File: src/rtl/shared_mem_arbiter.sv
// Round-robin arbiter that lets NUM_REQ requesters share one single-port synchronous
// memory. Read data is returned to the requester that issued the read.
module shared_mem_arbiter #(
  parameter int NUM_REQ = 4,
  parameter int ADDR_W  = 8,
  parameter int DATA_W  = 32,
  parameter int MEM_LAT = 1,
  parameter int CNT_W   = 16
) (
  input  logic                      clk,
  input  logic                      rst_n,
  input  logic [NUM_REQ-1:0]        req_valid,
  input  logic [NUM_REQ-1:0]        req_we,
  input  logic [NUM_REQ*ADDR_W-1:0] req_addr,
  input  logic [NUM_REQ*DATA_W-1:0] req_wdata,
  output logic [NUM_REQ-1:0]        req_ready,
  output logic                      mem_en,
  output logic                      mem_we,
  output logic [ADDR_W-1:0]         mem_addr,
  output logic [DATA_W-1:0]         mem_wdata,
  input  logic [DATA_W-1:0]         mem_rdata,
  output logic [NUM_REQ-1:0]        rsp_valid,
  output logic [DATA_W-1:0]         rsp_rdata,
  output logic [CNT_W-1:0]          grant_total,
  output logic [CNT_W-1:0]          conflict_cycles
);

  localparam int ID_W = (NUM_REQ > 1) ? $clog2(NUM_REQ) : 1;

  logic [ID_W-1:0]    rr_ptr;
  logic [ID_W-1:0]    cand;
  logic [ID_W-1:0]    grant_id;
  logic               grant_any;
  logic [NUM_REQ-1:0] grant_oh;
  logic               accept;
  logic               conflict;
  logic [ID_W-1:0]    mem_id;

  logic [MEM_LAT-1:0]           tag_rd;
  logic [MEM_LAT-1:0][ID_W-1:0] tag_id;

  // Handshake: request i transfers in a cycle where req_valid[i] && req_ready[i];
  // the requester holds its fields stable until then, and may drop valid early.
  always_comb begin
    grant_any = 1'b0;
    grant_id  = '0;
    grant_oh  = '0;
    cand      = '0;
    for (int k = 0; k < NUM_REQ; k++) begin
      cand = ID_W'((int'(rr_ptr) + k) % NUM_REQ);
      if (!grant_any && req_valid[cand]) begin
        grant_any = 1'b1;
        grant_id  = cand;
      end
    end
    if (grant_any && rst_n) grant_oh[grant_id] = 1'b1;
  end

  assign req_ready = grant_oh;
  assign accept    = |grant_oh;
  // Two or more bits set iff clearing the lowest set bit leaves something.
  assign conflict  = |(req_valid & (req_valid - 1'b1));

  always_ff @(posedge clk or negedge rst_n) begin
    if (!rst_n) begin
      rr_ptr    <= '0;
      mem_en    <= 1'b0;
      mem_we    <= 1'b0;
      mem_addr  <= '0;
      mem_wdata <= '0;
      mem_id    <= '0;
    end else begin
      mem_en <= accept;
      mem_we <= accept & req_we[grant_id];
      if (accept) begin
        rr_ptr    <= (int'(grant_id) == NUM_REQ - 1) ? '0 : grant_id + 1'b1;
        mem_id    <= grant_id;
        mem_addr  <= req_addr[int'(grant_id)*ADDR_W +: ADDR_W];
        mem_wdata <= req_wdata[int'(grant_id)*DATA_W +: DATA_W];
      end
    end
  end

  // Tag stage MEM_LAT-1 lines up with the cycle in which mem_rdata is valid.
  always_ff @(posedge clk or negedge rst_n) begin
    if (!rst_n) begin
      tag_rd    <= '0;
      tag_id    <= '0;
      rsp_valid <= '0;
      rsp_rdata <= '0;
    end else begin
      tag_rd[0] <= mem_en & ~mem_we;
      tag_id[0] <= mem_id;
      for (int s = 1; s < MEM_LAT; s++) begin
        tag_rd[s] <= tag_rd[s-1];
        tag_id[s] <= tag_id[s-1];
      end
      rsp_valid <= '0;
      if (tag_rd[MEM_LAT-1]) begin
        rsp_valid[tag_id[MEM_LAT-1]] <= 1'b1;
        rsp_rdata                    <= mem_rdata;
      end
    end
  end

  always_ff @(posedge clk or negedge rst_n) begin
    if (!rst_n) begin
      grant_total     <= '0;
      conflict_cycles <= '0;
    end else begin
      if (accept && (grant_total != '1))
        grant_total <= grant_total + 1'b1;
      if (conflict && (conflict_cycles != '1))
        conflict_cycles <= conflict_cycles + 1'b1;
    end
  end

endmodule

File: config.mk
export PLATFORM = sky130hd
export DESIGN_NAME = shared_mem_arbiter
export DESIGN_NICKNAME = d
export VERILOG_FILES = /design/src/rtl/shared_mem_arbiter.sv
export SDC_FILE = /design/constraint.sdc
export NUM_CORES = 1
export LEC_CHECK = 0
export ABC_AREA = 1
export CAP_MARGIN = 20
export CORE_MARGIN = 10
export CORE_UTILIZATION = 42
export DETAILED_ROUTE_END_ITERATION = 16
export MAX_ROUTING_LAYER = met4
export PLACE_DENSITY = 0.86
export SYNTH_ARGS = -nofsm -noshare
export SYNTH_HDL_FRONTEND = slang
export SYNTH_SLANG_ARGS = --single-unit
File: constraint.sdc
create_clock -name clk -period 3.3 [get_ports clk]
set_input_delay 0.66 -clock clk [delete_from_list [all_inputs] [get_ports clk]]
set_output_delay 0.66 -clock clk [all_outputs]
set_load 0.01 [all_outputs]
==> results_dict.tcl <==
set metrics [dict create \
    cts.clk_slew.worst_paths_ns 0.05 \
    die_area_sq_mm 0.0220 \
    r2r_slack_ns 0.52 \
    die_w_microns 148 \
    yosysTopAreaCell "dfrtp_1" \
    reg2reg_depth 14 \
    use_met3 0.0686 \
    hpwl_microns 20200 \
    max_freq_mhz 319 \
    synth_top_area_share 0.424 \
    area_delta_synth_final_pct 58.7 \
    clockRootBuffer "clkbuf_16" \
    holdPathStages 0 \
    cts_setup_buffers 0 \
    crit_arrival_ns 2.48 \
    clk_path_buf_depth 2 \
    clock_sinks 117 \
    grt_use_met1 0.252 \
    yosysSeqAreaShare 0.424 \
    grt_max_degree 75 \
    ff_latch_area_sq_mm 0.00293 \
    hold_viol_final 0 \
    netlist_top_cells_area "dfrtp_1, nand2_1, nand3_1, inv_1, xor2_1" \
    h-tree-depth 4 \
    powerDensity_mw_per_mm2 1080 \
    synth_nets 1226 \
    grtUsageTotal 0.232 \
    fin_crit_ns 3.14 \
    crit_required_ns 2.64 \
    overflow 0 \
    p_leak_nw 5.54 \
    grt_pass1_vias 7717 \
    skew_ns 0.00961 \
    drt_iter0_markers 374 \
    postSynthCellCount 1020 \
    port_buffers 315 \
    cp-start-kind "input port" \
    avgSynthCellArea_sq_um 6.76 \
    worst_pin_slew_ns 0.799 \
    grt_pass1_wl_microns 39600 \
    worstReg2RegStart "rr_ptr[0]" \
    worst_setup_path_end_kind "primary output" \
    worstHoldEndpoint "tag_id[0]" \
    setup_viol 0 \
    min_path_type "register to register" \
    drc 0 \
    synth-main-ff-cell "dfrtp_1" \
    hp-start "mem_id[0]" \
    stdcell_count 1567 \
    ys_types 31 \
    cap_violations 0 \
    fp.coreArea_sq_mm 0.0160 \
    routed_via_density 4.91 \
    critPathKind "input port to primary output" \
    multi_input_comb_area_sq_mm 0.00338 \
    io_pins 316 \
    wl_microns 25900 \
    fillers 1283 \
    slew_violations 0 \
    ys.warnings.count 0 \
    routedWlPerCell_microns 16.5 \
    start_util 0.431 \
    cts-buffers-inserted 17 \
    nets 1544 \
    via_count 7692 \
    drtPass1Iterations 5 \
    dp.cells 1535 \
    slew_headroom 0.467 \
    status "complete, no violations" \
    antenna_found_initial 0 \
    crit_fanout 5 \
    antenna_cells 0 \
    final_util 0.684 \
    synth-edff-count 0 \
    ys_ff_latch 117 \
    vdd_drop_max_mv 0.732 \
    dieHeight_microns 148 \
    cts_tree "yes" \
    reg2reg_to "grant_total[6]" \
    drive_gt1_frac 0.0688 \
    clk_latency_ns 0.41 \
    fin_crit_sh 0.951 \
    num_rows 46 \
    async_flop_share 1.00 \
    antenna_left 0 \
    whs_ns 0.380 \
    gp_congestion 0.971 \
    syn_area_sq_mm 0.00690 \
    met2_usage 0.406 \
    top_usage_layer "met2" \
]
## cell type report
type	instances	area share
timing repair buffer	347	0.313
multi-input combinational	769	0.309
sequential	117	0.267
clock buffer	18	0.0401
inverter	86	0.0297
tap	216	0.0247
clock inverter	14	0.0161
## flip-flops by register name, indices dropped and copies added, names as in the netlist
signal and count:
mem_we 1, rr_ptr 2, mem_addr 8, grant_total 16, mem_id 2, conflict_cycles 16, mem_en 1, mem_wdata 32
rsp_valid 4, rsp_rdata 32, tag_rd 1, tag_id 2
## cells by family (layout without fill, tap and decap cells)
logic type / after synthesis / after routing / synth area share
fa+ha+maj: 4 / 4 / 0.00725
simple gates: 727 / 727 / 0.440
flops: 117 / 117 / 0.424
buf+inv: 134 / 465 / 0.0861
compound gates: 14 / 14 / 0.0116
xor+xnor: 24 / 24 / 0.0305
## worst max-delay path by stage
stage / to / startpoint / cells past startpoint
floorplan: rr_ptr[0] / req_valid[3] / 15
global placement: req_ready[3] / req_valid[3] / 14
detailed placement: req_ready[3] / req_valid[3] / 14
CTS: req_ready[3] / req_valid[3] / 14
global route: req_ready[3] / req_valid[3] / 14
finish: req_ready[3] / req_valid[3] / 14
## synthesized netlist by cell type (2+ instances only)
cell type and count:
a21oi_1 2, buf_1 2, buf_2 17, buf_4 8, buf_6 5, clkbuf_1 16
dfrtp_1 117, ha_1 4, inv_1 79, inv_2 5, nand2_1 526, nand2_2 10
nand3_1 130, nand3_2 2, nand3b_1 3, nand4_1 5, nor2_1 25, nor2_4 3
nor3_1 13, nor4_1 7, o211ai_1 3, o21ai_0 5, o21ai_1 3, xnor2_1 8
xor2_1 16
## repair_timing
item | CTS | global route
setup endpoints to repair | 4 | 3
hold endpoints to repair | 0 | 0
gates resized for setup | 5 | 6
hold buffers | 0 | 0
## power by group
part           internal, W  total (W)  switching (W)
registers          0.00205    0.00246       0.000401
clock network      0.00121    0.00190       0.000689
logic              0.00298    0.00749        0.00451
total              0.00625     0.0118        0.00560
## placed cells by master, fill, tap and decap left out, drive strengths merged, types with 7 or more instances in the layout
cell type and n:
clkdlybuf4s50 310, nand2 537, buf 33, nor2 29, o21ai 8, nor4 7, inv 87, xnor2 8
xor2 16, dfrtp 117, nor3 13, clkbuf 21, nand3 132, clkinv 8
## layer usage
metal / vias up / wire, microns
met2: 317 / 13000
met4: 0 / 322
met1: 3549 / 10300
met3: 28 / 2320
met5: - / 0
li1: 3798 / -
## stage by stage
step	total power, W	instance area (sq um)	setup TNS [ns]	setup slack [ns]
after detailed placement	0.00999	10300	-1.17	-0.282
final	0.0118	10900	0	0.161
after global placement	0.00978	10300	-0.496	-0.180
after global routing	0.0128	10900	-0.0109	-0.0109
after CTS	0.0119	11000	0	0.0102
after floorplan	0.00705	6900	0	0.394
## critical path, cell delays in order
cell and delay (ns):
clkdlybuf4s50_1 0.41, inv_1 0.10, nand2_1 0.09, nand3_2 0.12
nand2_2 0.09, nor2_4 0.16, nand3_1 0.10, nand2_2 0.09
nand2_2 0.08, inv_2 0.10, ha_1 0.17, inv_1 0.05
nor2_1 0.11, clkbuf_2 0.16
Power figures use the tool's default switching activity.
